[src/rtl/mem_req_arbiter.sv]
// Single-port RAM arbiter: serializes fetch and data requests, data first.
// Optional out-of-range address checking: define ARB_ADDR_CHECK_EN.
module mem_req_arbiter #(
   parameter int DATA_W  = 32,
   parameter int DEPTH_W = 12
) (
   input  logic               clk,
   input  logic               rst,
   input  logic               imem_ren,
   input  logic [31:0]        imem_addr,
   output logic [DATA_W-1:0]  imemload,
   output logic               i_ready,
   input  logic               dmem_ren,
   input  logic               dmem_wen,
   input  logic [31:0]        dmem_addr,
   input  logic [DATA_W-1:0]  dmem_store,
   output logic [DATA_W-1:0]  dmemload,
   output logic               d_ready,
   output logic [DEPTH_W-1:0] ram_addr,
   output logic               ram_wen,
   output logic [DATA_W-1:0]  ram_din,
   input  logic [DATA_W-1:0]  ram_dout,
   output logic               busy,
   output logic               addr_err
);

   typedef enum logic [1:0] {
      IDLE,
      ISSUE,
      CAPTURE,
      DONE
   } state_e;

   typedef enum logic {
      OWN_I,
      OWN_D
   } owner_e;

   state_e              state_q, state_d;
   owner_e              owner_q, owner_d;
   logic                store_q, store_d;
   logic                err_q, err_d;
   logic [DEPTH_W-1:0]  ram_addr_q, ram_addr_d;
   logic                ram_wen_q, ram_wen_d;
   logic [DATA_W-1:0]   ram_din_q, ram_din_d;
   logic [DATA_W-1:0]   imemload_q, imemload_d;
   logic [DATA_W-1:0]   dmemload_q, dmemload_d;
   logic                i_ready_q, i_ready_d;
   logic                d_ready_q, d_ready_d;
   logic                addr_err_q, addr_err_d;

   logic                d_req;
   logic                i_oob;
   logic                d_oob;
   logic [DATA_W-1:0]   rdata;

   assign d_req = dmem_wen | dmem_ren;

`ifdef ARB_ADDR_CHECK_EN
   assign i_oob = |imem_addr[31:DEPTH_W+2];
   assign d_oob = |dmem_addr[31:DEPTH_W+2];
`else
   // Upper bits dropped on purpose: addresses wrap around the RAM.
   assign i_oob = 1'b0;
   assign d_oob = 1'b0;
`endif

   logic unused_addr_bits;
   assign unused_addr_bits = ^{imem_addr[31:DEPTH_W+2], imem_addr[1:0],
                               dmem_addr[31:DEPTH_W+2], dmem_addr[1:0]};

   // A flagged access returns zero rather than whatever the wrapped word holds.
   assign rdata = err_q ? '0 : ram_dout;

   always_comb begin
      state_d    = state_q;
      owner_d    = owner_q;
      store_d    = store_q;
      err_d      = err_q;
      ram_addr_d = ram_addr_q;
      ram_wen_d  = ram_wen_q;
      ram_din_d  = ram_din_q;
      imemload_d = imemload_q;
      dmemload_d = dmemload_q;
      i_ready_d  = 1'b0;
      d_ready_d  = 1'b0;
      addr_err_d = 1'b0;

      unique case (state_q)
         IDLE: begin
            if (d_req) begin
               owner_d    = OWN_D;
               store_d    = dmem_wen;
               err_d      = d_oob;
               ram_addr_d = dmem_addr[DEPTH_W+1:2];
               ram_wen_d  = dmem_wen & ~d_oob;
               ram_din_d  = dmem_store;
               state_d    = ISSUE;
            end else if (imem_ren) begin
               owner_d    = OWN_I;
               store_d    = 1'b0;
               err_d      = i_oob;
               ram_addr_d = imem_addr[DEPTH_W+1:2];
               ram_wen_d  = 1'b0;
               ram_din_d  = dmem_store;
               state_d    = ISSUE;
            end
         end
         ISSUE: begin
            ram_wen_d = 1'b0;
            state_d   = CAPTURE;
         end
         CAPTURE: begin
            if (owner_q == OWN_I) begin
               imemload_d = rdata;
               i_ready_d  = 1'b1;
            end else begin
               if (!store_q) begin
                  dmemload_d = rdata;
               end
               d_ready_d = 1'b1;
            end
            addr_err_d = err_q;
            state_d    = DONE;
         end
         DONE: begin
            // Gives the requester a cycle to retire before the next sample.
            state_d = IDLE;
         end
      endcase
   end

   always_ff @(posedge clk or posedge rst) begin
      if (rst) begin
         state_q    <= IDLE;
         owner_q    <= OWN_I;
         store_q    <= 1'b0;
         err_q      <= 1'b0;
         ram_addr_q <= '0;
         ram_wen_q  <= 1'b0;
         ram_din_q  <= '0;
         imemload_q <= '0;
         dmemload_q <= '0;
         i_ready_q  <= 1'b0;
         d_ready_q  <= 1'b0;
         addr_err_q <= 1'b0;
      end else begin
         state_q    <= state_d;
         owner_q    <= owner_d;
         store_q    <= store_d;
         err_q      <= err_d;
         ram_addr_q <= ram_addr_d;
         ram_wen_q  <= ram_wen_d;
         ram_din_q  <= ram_din_d;
         imemload_q <= imemload_d;
         dmemload_q <= dmemload_d;
         i_ready_q  <= i_ready_d;
         d_ready_q  <= d_ready_d;
         addr_err_q <= addr_err_d;
      end
   end

   assign ram_addr = ram_addr_q;
   assign ram_wen  = ram_wen_q;
   assign ram_din  = ram_din_q;
   assign imemload = imemload_q;
   assign dmemload = dmemload_q;
   assign i_ready  = i_ready_q;
   assign d_ready  = d_ready_q;
   assign busy     = (state_q != IDLE);
   assign addr_err = addr_err_q;

endmodule

[config.mk]
export PLATFORM = sky130hd
export DESIGN_NAME = mem_req_arbiter
export DESIGN_NICKNAME = d
export VERILOG_FILES = /design/src/rtl/mem_req_arbiter.sv
export SDC_FILE = /design/constraint.sdc
export NUM_CORES = 1
export LEC_CHECK = 0
export CORE_MARGIN = 5
export CORE_UTILIZATION = 42
export CTS_CLUSTER_DIAMETER = 120
export DETAILED_ROUTE_END_ITERATION = 10
export PLACE_DENSITY = 0.83
export SLEW_MARGIN = 20
export SYNTH_ARGS = -nofsm -noshare
export SYNTH_HDL_FRONTEND = slang
export SYNTH_SLANG_ARGS = --single-unit
export TNS_END_PERCENT = 100
[constraint.sdc]
create_clock -name clk -period 6.6 [get_ports clk]
set_clock_uncertainty 0.1 [all_clocks]
set_input_delay 1.32 -clock clk [delete_from_list [all_inputs] [get_ports clk]]
set_output_delay 1.32 -clock clk [all_outputs]
set_load 0.005 [all_outputs]
==> summary.md, run 1 <==
| Metric | Value |
|---|---|
| Initial Utilization | `a little over two fifths` |
| Number of enable flip-flop cells after synthesis | `0` |
| Power dissipated by switching net loads | `just under 1 mW` |
| Fraction of power spent switching nets | `26.4%` |
| Area enclosed by the die boundary | `0.0129 mm^2` |
| Die height | `114 um` |
| Post-Synthesis Cells | `just under 300` |
| Yosys top cell area share | `63.6%` |
| Final worst path period share | `between 40% and 50%` |
| Vias per cell | `between 4 and 5` |
| Synthesized area per cell | `approximately 16 um^2` |
| WL per Instance | `~17 um` |
| Fill cells | `735` |
| Most instantiated library cell after synthesis | `sky130_fd_sc_hd__dfrtp_1` |
| PD cells | `slightly above 500 mW/mm^2` |
| Setup repair after global routing missed its margin | `no` |
| Worst min-delay path category | `reg2reg` |
| Most numerous cell types in the synthesized netlist | `sky130_fd_sc_hd__dfrtp_1, sky130_fd_sc_hd__mux2_2, sky130_fd_sc_hd__nand2_1` |
| Number of unique standard cell types used by synthesis | `25` |
| Clock buffer count from CTS | `17` |
| Delay of the slowest cell on the worst path | `about 0.55 ns` |
| Site row count | `37` |
| Number of port buffers | `204` |
| Core area | `0.0104 mm^2` |
| Outcome | `finished, final reports clean` |
| Maximum number of pins on one net before global-route repair | `74` |
| Total number of nets in the final design | `635` |
| Area of placed instances | `roughly 0.0066 mm^2` |
| Post-route cell area | `0.00726 mm^2` |
| Largest voltage drop on the vdd net | `0.000211 V` |
| Cells traversed along the worst timing path | `inv_1 > ha_1 > inv_1 > clkdlybuf4s50_1` |
| Cell type with the highest aggregate area in the netlist | `sky130_fd_sc_hd__dfrtp_1` |
| Total global routing track utilization | `18.1%` |
| Delay-heaviest family, CP | `buffers and inverters` |
| Via count of the first global-routing pass | `3528` |
| Layout cells sized above 1 | `a little over a quarter` |
| Worst setup path category | `reg2out` |
| Total global routing overflow | `0` |
| Max-slew violations | `0` |
| Internal | `around 2.7 mW` |
| Top Ports | `~250` |
| CP endpoint kind | `output port` |
| Setup TNS | `0 ns` |
| Area taken by flip-flops and latches | `~0.0029 mm^2` |
| Hold Buf Count CTS | `0` |
| Pre-antenna DRT Iters | `4` |
| Remaining antenna violation count after routing | `0` |
| Cell mode on critical path | `sky130_fd_sc_hd__inv_1` |
| Ys flop type | `sky130_fd_sc_hd__dfrtp_1` |
| Max Clock Freq | `just over 300 MHz` |
| Post_cts resized | `0` |
| Setup-violating endpoint count in the final report | `0` |
| Headroom to the max-slew limit | `a little over a third` |
| Post-CTS Setup Bufs | `0` |
| Final hold violation count | `0` |
| Clock root buffer | `sky130_fd_sc_hd__clkbuf_8` |
| Width of the die | `~110 um` |
| Worst hold slack across all endpoints | `between 0.3 and 0.4 ns` |
| Drt drc | `0` |
| Standard cell with the maximum stage delay on the critical path | `sky130_fd_sc_hd__clkdlybuf4s50_1` |
| Post-synth ARST share | `between 90% and 100%` |
| Required time of the worst setup path | `approximately 5.2 ns` |
| Maximum level of the CTS H-tree | `4` |
| Routability congestion estimate from global placement | `about 0.76` |
| Iteration-0 DRC count of the detailed router | `121` |
| Static Leak | `between 3 and 4 nW` |
| Slew at the pin closest to its max-slew limit | `0.959 ns` |
| Antenna diode count | `0` |
| Area used by multi-input combinational logic | `between 0.001 and 0.0015 mm^2` |
| Clock sink total | `between 100 and 150` |
| Number of antenna violations at the first check in global routing | `0` |
| Kind of start point of the critical path | `flip-flop` |
| Total power of the final layout | `between 3 and 4 mW` |
| Buffers from clock root to sink, at most | `2` |
| Buf+Inv Stages, Crit Path | `3` |
| Count of state elements after synthesis | `115` |
| Area of the mapped netlist | `around 0.0045 mm^2` |
| Worst Path Arrival | `roughly 1.9 ns` |
| Period minus WS final | `3.29 ns` |
| Portion of total power attributed to combinational logic | `approximately 40%` |
| Power share of the sequential group | `33.7%` |
| Largest driver fanout on the critical path | `4` |
| Count of synthesis-stage warnings from yosys | `0` |
| Area growth from synthesis to layout | `60.5%` |
| Insertion delay to the later sink of the worst-skew pair | `approximately 0.50 ns` |
| Post-synthesis net count | `between 400 and 500` |
| Max capacitance violation total | `0` |
| Wire length of the first global-routing pass | `approximately 18 mm` |
| Most area-consuming cells after synthesis | `sky130_fd_sc_hd__dfrtp_1, sky130_fd_sc_hd__mux2_2, sky130_fd_sc_hd__mux2i_1` |
| Sequential area share after synthesis | `approximately 64%` |
| Vias post-DR | `just over 3000` |
| Share of power burned in the clock network | `26.2%` |
| Clock Pin Slew Worst Setup and Hold Paths | `roughly 0.05 ns` |
| TritonCTS clock tree | `built` |
| DP Wirelength | `8.25 mm` |
| Total wire length after detailed routing | `11.3 mm` |
final cells by class:
| class | count | area share (%) |
|---|---|---|
| Clock buffer | 19 | 5.95 |
| Clock inverter | 13 | 2.83 |
| Inverter | 6 | 0.345 |
| Multi-Input combinational cell | 152 | 20.6 |
| Sequential cell | 115 | 39.6 |
| Tap cell | 136 | 2.34 |
| Timing Repair Buffer | 206 | 28.3 |
power groups by stage:
stage / sequential [mW] / clock, mW / combinational, mW
floorplan: 1.28 / 0 / 0.625
global placement: 1.24 / 0 / 1.48
detailed placement: 1.27 / 0 / 1.52
CTS: 1.26 / 0.999 / 1.53
global route: 1.31 / 1.03 / 1.61
finish: 1.26 / 0.975 / 1.49
kinds of logic after synthesis:
kind of cell | count (synthesis) | synth area share, %
AND/OR/NAND/NOR | 20 | 2.18
buffers and inverters | 22 | 3.62
AO/OA/AOI/OAI | 18 | 2.52
other | 1 | 0.0829
flip-flops | 115 | 63.6
adder cells (fa/ha/maj) | 4 | 1.11
multiplexers | 109 | 26.9
worst reg2reg max path, delay by kind of cell, from the launching register on:
kind	cells	cell delay, ns
simple gates	1	0.81
mux	1	0.43
flops	1	0.38
fa+ha+maj	1	0.24
buf+inv	1	0.12
final timing paths:
check                             from           end  slack (ns)  depth (start not counted)
max                         state_q[0]          busy        3.31                          4
min                        ram_addr[1]   ram_addr[1]        0.38                          2
max reg2reg                 state_q[0]   imemload[6]        4.40                          4
min reg2reg                ram_addr[1]   ram_addr[1]        0.38                          2
max in group asynchronous          rst  imemload[24]        3.97                          3
min in group asynchronous          rst   ram_din[23]        1.11                          2
cells in the final DEF (no fill, tap or decap), types with 3 or more instances in the layout:
| master | count |
|---|---|
| sky130_fd_sc_hd__bufinv_16 | 5 |
| sky130_fd_sc_hd__clkinv_2 | 3 |
| sky130_fd_sc_hd__clkbuf_16 | 16 |
| sky130_fd_sc_hd__mux2i_1 | 12 |
| sky130_fd_sc_hd__o21ai_0 | 12 |
| sky130_fd_sc_hd__mux2_2 | 96 |
| sky130_fd_sc_hd__ha_1 | 4 |
| sky130_fd_sc_hd__clkinvlp_4 | 3 |
| sky130_fd_sc_hd__nand2_1 | 13 |
| sky130_fd_sc_hd__inv_1 | 5 |
| sky130_fd_sc_hd__clkdlybuf4s50_1 | 204 |
| sky130_fd_sc_hd__dfrtp_1 | 115 |
stage by stage:
step / setup slack [ns] / util [%] / std cells
2_1_floorplan: 2.14 / - / 289
3_3_place_gp: 2.92 / 63.6 / 615
3_5_place_dp: 2.89 / 63.6 / 615
4_1_cts: 3.26 / 69.7 / 647
5_1_grt: 3.19 / 69.7 / 647
6_report: 3.31 / 69.7 / 647
routing by layer:
metal	wire, um	global-route usage, %	up-vias
met5	0	0	-
met1	4380	20.4	1510
met4	188	6.18	0
met2	5630	30.7	150
li1	-	-	1436
met3	1110	7.96	17
flip-flops by register name, summed over array words and instances, names as in the netlist:
| name | count |
|---|---|
| imemload | 32 |
| ram_din | 32 |
| ram_wen | 1 |
| i_ready | 1 |
| ram_addr | 12 |
| d_ready | 1 |
| store_q | 1 |
| owner_q | 1 |
| dmemload | 32 |
| state_q | 2 |
(Power assumes the default switching activity.)
==> run 2: changes to the inputs <==
Settings changed: CORE_UTILIZATION 42 to 35, PLACE_DENSITY 0.83 to 0.73.
Clock period 6.6 ns to 2.75 ns, I/O delays scaled along.
==> run 2 against run 1 <==
Sequential power is 140% higher. Power is 130% higher. Routed wire length is 2.9% lower.
==> summary.md, run 2 (synthesized netlist as in run 1, its figures left out) <==
| Metric | Value |
|---|---|
| Outcome | `finished, final reports clean` |
| Maximum number of pins on one net before global-route repair | `between 50 and 60` |
| Iteration-0 DRC count of the detailed router | `94` |
| Slack of the critical path | `0.277 ns` |
| Total wire length after detailed routing | `around 11 mm` |
| Top Ports | `246` |
| Pre-antenna DRT Iters | `4` |
| Drt drc | `0` |
| Pre-CTS setup slack | `0.451 ns` |
| Die height | `124 um` |
| Cell mode on critical path | `sky130_fd_sc_hd__inv_1` |
| Largest driver fanout on the critical path | `4` |
| TritonCTS clock tree | `built` |
| Share of power burned in the clock network | `about a quarter` |
| Insertion delay to the later sink of the worst-skew pair | `between 0.3 and 0.4 ns` |
| Post_cts resized | `0` |
| Delay-heaviest family, CP | `buffers and inverters` |
| Standard cell with the maximum stage delay on the critical path | `sky130_fd_sc_hd__clkdlybuf4s50_1` |
| Max Clock Freq | `about 400 MHz` |
| Antenna diode count | `0` |
| Number of port buffers | `a little over 200` |
| Total global routing overflow | `0` |
| Area growth from synthesis to layout | `61.2%` |
| Total global routing track utilization | `between 10% and 20%` |
| Slew at the pin closest to its max-slew limit | `0.862 ns` |
| Headroom to the max-slew limit | `a little over two fifths` |
| Buf+Inv Stages, Crit Path | `3` |
| Period minus WS final | `2.47 ns` |
| Setup-violating endpoint count in the final report | `0` |
| Commonest non-fill, non-tap cells in the layout | `sky130_fd_sc_hd__clkdlybuf4s50_1, sky130_fd_sc_hd__dfrtp_1, sky130_fd_sc_hd__mux2_2` |
| Buffers from clock root to sink, at most | `2` |
| Vias per cell | `about 4.5` |
| Delay of the slowest cell on the worst path | `0.56 ns` |
| Cells traversed along the worst timing path | `inv_1 > ha_1 > inv_1 > clkdlybuf4s50_1` |
| PD cells | `around 1200 mW/mm^2` |
| Worst setup path category | `reg2out` |
| Portion of total power attributed to combinational logic | `a little over two fifths` |
| Final instance count without filler cells | `between 600 and 700` |
| Worst min-delay path category | `reg2reg` |
| Kind of start point of the critical path | `flip-flop` |
| Required time of the worst setup path | `2.10 ns` |
| Max-slew violations | `0` |
| Clock root buffer | `sky130_fd_sc_hd__clkbuf_16` |
| Core area | `0.0127 mm^2` |
| Post-CTS Setup Bufs | `0` |
| DP Wirelength | `between 8 and 9 mm` |
| Routability congestion estimate from global placement | `0.696` |
| Power dissipated by switching net loads | `about 2.3 mW` |
| Fill cells | `between 1000 and 1500` |
| Number of antenna violations at the first check in global routing | `0` |
| Site row count | `41` |
| Final hold violation count | `0` |
| Area enclosed by the die boundary | `approximately 0.015 mm^2` |
| Area used by multi-input combinational logic | `~0.0015 mm^2` |
| Fraction of power spent switching nets | `between 20% and 30%` |
| Initial Utilization | `35.7%` |
| Static Leak | `slightly above 3 nW` |
| Width of the die | `124 um` |
| Total number of nets in the final design | `roughly 640` |
| Setup TNS | `0 ns` |
| Max capacitance violation total | `0` |
| Clock buffer count from CTS | `17` |
| Final worst path period share | `approximately nine tenths` |
| Wire length of the first global-routing pass | `around 18 mm` |
| Maximum level of the CTS H-tree | `4` |
| Layout cells sized above 1 | `26.3%` |
| Clock Pin Slew Worst Setup and Hold Paths | `approximately 0.050 ns` |
| Most frequent standard cell in the layout excluding fill and tap cells | `sky130_fd_sc_hd__clkdlybuf4s50_1` |
| Worst Path Arrival | `1.82 ns` |
| Clock sink total | `115` |
| Dpl cells | `around 660` |
| Largest voltage drop on the vdd net | `0.000542 V` |
| Remaining antenna violation count after routing | `0` |
| Internal | `6.38 mW` |
| Setup repair after global routing missed its margin | `no` |
| Area taken by flip-flops and latches | `0.00288 mm^2` |
| WL per Instance | `~16 um` |
| CP endpoint kind | `output port` |
| Via count of the first global-routing pass | `~3500` |
| Power share of the sequential group | `between 30 and 40%` |
| Hold Buf Count CTS | `0` |
| Vias post-DR | `around 3100` |
## run 2: cell count changes in the layout (fill, tap and decap cells not counted)
cell / previous run / this run
sky130_fd_sc_hd__clkinvlp_4: 3 / 2
sky130_fd_sc_hd__clkbuf_8: 2 / 5
sky130_fd_sc_hd__inv_4: 1 / 0
sky130_fd_sc_hd__inv_6: 2 / 0
sky130_fd_sc_hd__clkinv_2: 3 / 2
sky130_fd_sc_hd__clkbuf_16: 16 / 17
sky130_fd_sc_hd__bufinv_16: 5 / 1
sky130_fd_sc_hd__buf_4: 2 / 3
sky130_fd_sc_hd__clkbuf_1: 1 / 4
sky130_fd_sc_hd__buf_12: 0 / 3
## run 2: path summary, 6_finish.rpt
kind                                  start           end  slack, ns  cells after the start
worst min-delay path            ram_addr[5]   ram_addr[5]       0.37                      2
worst min register to register  ram_addr[5]   ram_addr[5]       0.37                      2
worst max-delay path             state_q[0]          busy       0.28                      4
worst max register to register   state_q[0]  dmemload[16]       0.63                      5
max in group asynchronous               rst  imemload[28]       1.45                      3
min in group asynchronous               rst   ram_din[24]       0.44                      2
## run 2: cell type report
cell class	count	area share [%]
Inverter	6	0.360
Clock buffer	26	6.98
Sequential cell	115	39.5
Clock inverter	4	0.652
Timing Repair Buffer	210	29.1
Tap cell	172	2.95
Multi-Input combinational cell	152	20.5
## run 2: per-layer routing
layer | wire length (um) | vias to the layer above | GRT usage [%]
met2 | 5330 | 144 | 24.2
met5 | 0 | - | 0
met3 | 1360 | 15 | 7.54
met1 | 4130 | 1499 | 17.2
li1 | - | 1433 | -
met4 | 175 | 0 | 6.16
## run 2: metrics by stage
step	cell area [um^2]	utilization, %	hold slack (ns)	power [mW]
2_1_floorplan	4530	-	0.354	4.57
3_3_place_gp	6740	53.2	0.364	6.60
3_5_place_dp	6740	53.2	0.372	6.74
4_1_cts	7290	57.6	0.382	8.85
5_1_grt	7290	57.6	0.403	9.25
6_report	7290	57.6	0.374	8.68
## run 2: power by group through the flow
stage	clock network (mW)	logic, mW	registers [mW]
floorplan	0	1.50	3.07
global placement	0	3.62	2.98
detailed placement	0	3.70	3.04
CTS	2.10	3.73	3.02
global route	2.18	3.95	3.13
finish	2.03	3.64	3.00
## run 2: worst reg2reg max path, stage by stage (launching register included)
cell	delay, ns
sky130_fd_sc_hd__dfrtp_1	0.35
sky130_fd_sc_hd__inv_1	0.09
sky130_fd_sc_hd__ha_1	0.24
sky130_fd_sc_hd__and2_1	0.17
sky130_fd_sc_hd__nand2b_2	0.61
sky130_fd_sc_hd__mux2_2	0.44
==> run 3: changes to the inputs <==
--- a/config.mk
+++ b/config.mk
@@ -7,4 +7,6 @@
 export LEC_CHECK = 0
+export CELL_PAD_IN_SITES_DETAIL_PLACEMENT = 1
+export CELL_PAD_IN_SITES_GLOBAL_PLACEMENT = 1
 export CORE_MARGIN = 5
-export CORE_UTILIZATION = 35
+export CORE_UTILIZATION = 27
 export CTS_CLUSTER_DIAMETER = 120
@@ -12,2 +14,3 @@
 export PLACE_DENSITY = 0.73
+export REMOVE_ABC_BUFFERS = 1
 export SLEW_MARGIN = 20
--- a/constraint.sdc
+++ b/constraint.sdc
@@ -4,2 +4,2 @@
 set_output_delay 0.55 -clock clk [all_outputs]
-set_load 0.005 [all_outputs]
+set_load 0.1 [all_outputs]
==> run 3 against run 2 <==
Register-to-register slack better by 0.16 ns. Routed wire length rose by 10%. First-iteration DRC count shrank 48%. Via count is 3.3% higher. Core utilization shrank 14 points. Non-clock buffer count unchanged. Clock-buffer cell count fell by 3. Sequential share of layout area up 0.96 points. Flip-flop and latch count did not move. Global-route usage is 2.5 points lower. Critical path type unchanged.
==> summary.md, run 3 (synthesized netlist as in run 1, its figures left out) <==
| Metric | Value |
|---|---|
| Die height | `~140 um` |
| Required time of the worst setup path | `between 2 and 2.5 ns` |
| Number of port buffers | `204` |
| Delay of the slowest cell on the worst path | `0.35 ns` |
| Post-CTS Setup Bufs | `0` |
| Hold Buf Count CTS | `0` |
| Final cell utilization of the core | `a little over two fifths` |
| Total global routing track utilization | `12.6%` |
| Period minus WS final | `2.21 ns` |
| Iteration-0 DRC count of the detailed router | `between 40 and 50` |
| Standard cell with the maximum stage delay on the critical path | `sky130_fd_sc_hd__dfrtp_1` |
| Max capacitance violation total | `0` |
| Max-slew violations | `0` |
| Via count of the first global-routing pass | `between 3000 and 4000` |
| Maximum number of pins on one net before global-route repair | `61` |
| Outcome | `finished, final reports clean` |
| Dpl cells | `~700` |
| Total global routing overflow | `0` |
| Area growth from synthesis to layout | `57.4%` |
| Kind of start point of the critical path | `flip-flop` |
| Layout cells sized above 1 | `48.2%` |
| Drt drc | `0` |
| Clock root buffer | `sky130_fd_sc_hd__clkbuf_16` |
| Buf+Inv Stages, Crit Path | `3` |
| Clock sink total | `115` |
| Vias post-DR | `approximately 3200` |
| Routability congestion estimate from global placement | `~0.75` |
| Worst setup path category | `reg2out` |
| Worst min-delay path category | `in2async` |
| Total wire length after detailed routing | `12.1 mm` |
| Buffers from clock root to sink, at most | `2` |
| Fill cells | `1721` |
| Wire length of the first global-routing pass | `19.5 mm` |
| TritonCTS clock tree | `built` |
| Final hold violation count | `0` |
| Final instance count without filler cells | `between 700 and 800` |
| Clock Pin Slew Worst Setup and Hold Paths | `~0.05 ns` |
| Remaining antenna violation count after routing | `0` |
| Setup repair after global routing missed its margin | `no` |
| WL per Instance | `about 16 um` |
| DP Wirelength | `about 9 mm` |
| Initial Utilization | `a little over a quarter` |
| Area enclosed by the die boundary | `0.0194 mm^2` |
| Worst Path Arrival | `between 1.5 and 2 ns` |
| Antenna diode count | `0` |
| Cells traversed along the worst timing path | `inv_1 > ha_1 > inv_1 > buf_4` |
| Largest driver fanout on the critical path | `4` |
| Number of antenna violations at the first check in global routing | `0` |
| Worst hold slack across all endpoints | `roughly 0.38 ns` |
| Pre-antenna DRT Iters | `4` |
| Insertion delay to the later sink of the worst-skew pair | `approximately 0.4 ns` |
| Delay-heaviest family, CP | `buffers and inverters` |
| Commonest non-fill, non-tap cells in the layout | `sky130_fd_sc_hd__buf_4, sky130_fd_sc_hd__dfrtp_1, sky130_fd_sc_hd__mux2_2` |
| Max Clock Freq | `between 400 and 500 MHz` |
| Post_cts resized | `0` |
| CP endpoint kind | `output port` |
| Clock buffer count from CTS | `17` |
| Vias per cell | `4.34` |
| Width of the die | `139 um` |
| Area taken by flip-flops and latches | `about 0.0029 mm^2` |
| Total number of nets in the final design | `around 640` |
| Core area | `0.0165 mm^2` |
| Top Ports | `246` |
| Setup-violating endpoint count in the final report | `0` |
| Area used by multi-input combinational logic | `approximately 0.0015 mm^2` |
| Maximum level of the CTS H-tree | `4` |
| Final worst path period share | `approximately four fifths` |
| Cell mode on critical path | `sky130_fd_sc_hd__inv_1` |
| Site row count | `47` |
| Most frequent standard cell in the layout excluding fill and tap cells | `sky130_fd_sc_hd__buf_4` |
-- run 3: cell types whose count changed in the layout (fill, tap and decap cells not counted) --
cell,delta
sky130_fd_sc_hd__inv_4,+1
sky130_fd_sc_hd__nand2b_2,-1
sky130_fd_sc_hd__clkbuf_8,-3
sky130_fd_sc_hd__clkdlybuf4s50_1,-112
sky130_fd_sc_hd__buf_12,-1
sky130_fd_sc_hd__clkinvlp_4,-1
sky130_fd_sc_hd__inv_6,+1
sky130_fd_sc_hd__bufinv_16,+3
sky130_fd_sc_hd__buf_4,+113
sky130_fd_sc_hd__nand2b_1,+1
sky130_fd_sc_hd__clkinv_2,+1
-- run 3: path summary, 6_finish.rpt --
path                             startpoint           end  cells past startpoint  slack (ns)
max in group asynchronous               rst       owner_q                      3        1.42
worst max-delay path             state_q[0]          busy                      4        0.54
worst max register to register   state_q[0]  dmemload[30]                      6        0.79
min in group clk                ram_addr[0]   ram_addr[0]                      2        0.38
worst min register to register  ram_addr[0]   ram_addr[0]                      2        0.38
worst min-delay path                    rst    ram_din[0]                      2        0.38
-- run 3: routing by layer --
layer	vias to the layer above	share of wire [%]	global-route usage, %
met3	12	11	6.42
met5	-	0	0
met2	161	48	20.5
li1	1438	-	-
met4	0	1.3	4.94
met1	1582	39	14.1
-- run 3: final cells by class --
| cell class | count | area share, % |
|---|---|---|
| flip-flops and latches | 115 | 40.4 |
| repair buffers | 210 | 25.7 |
| multi-input cells | 152 | 20.9 |
| clock buffers | 23 | 6.57 |
| well taps | 220 | 3.87 |
| clock inverters | 9 | 2.13 |
| inverters | 6 | 0.351 |
-- run 3: per-stage QoR --
| stage | cell area, um^2 | worst slack (ns) | TNS, ns |
|---|---|---|---|
| after floorplan | 4380 | -0.944 | -109.58 |
| after global placement | 6500 | 0.382 | 0 |
| after detailed placement | 6500 | 0.351 | 0 |
| after CTS | 7120 | 0.508 | 0 |
| after global routing | 7120 | 0.471 | 0 |
| final | 7120 | 0.536 | 0 |
Power of run 3 is left out: the tool's default activity adds up to more than one toggle a clock period on the data nets, which glitch-free logic cannot reach.
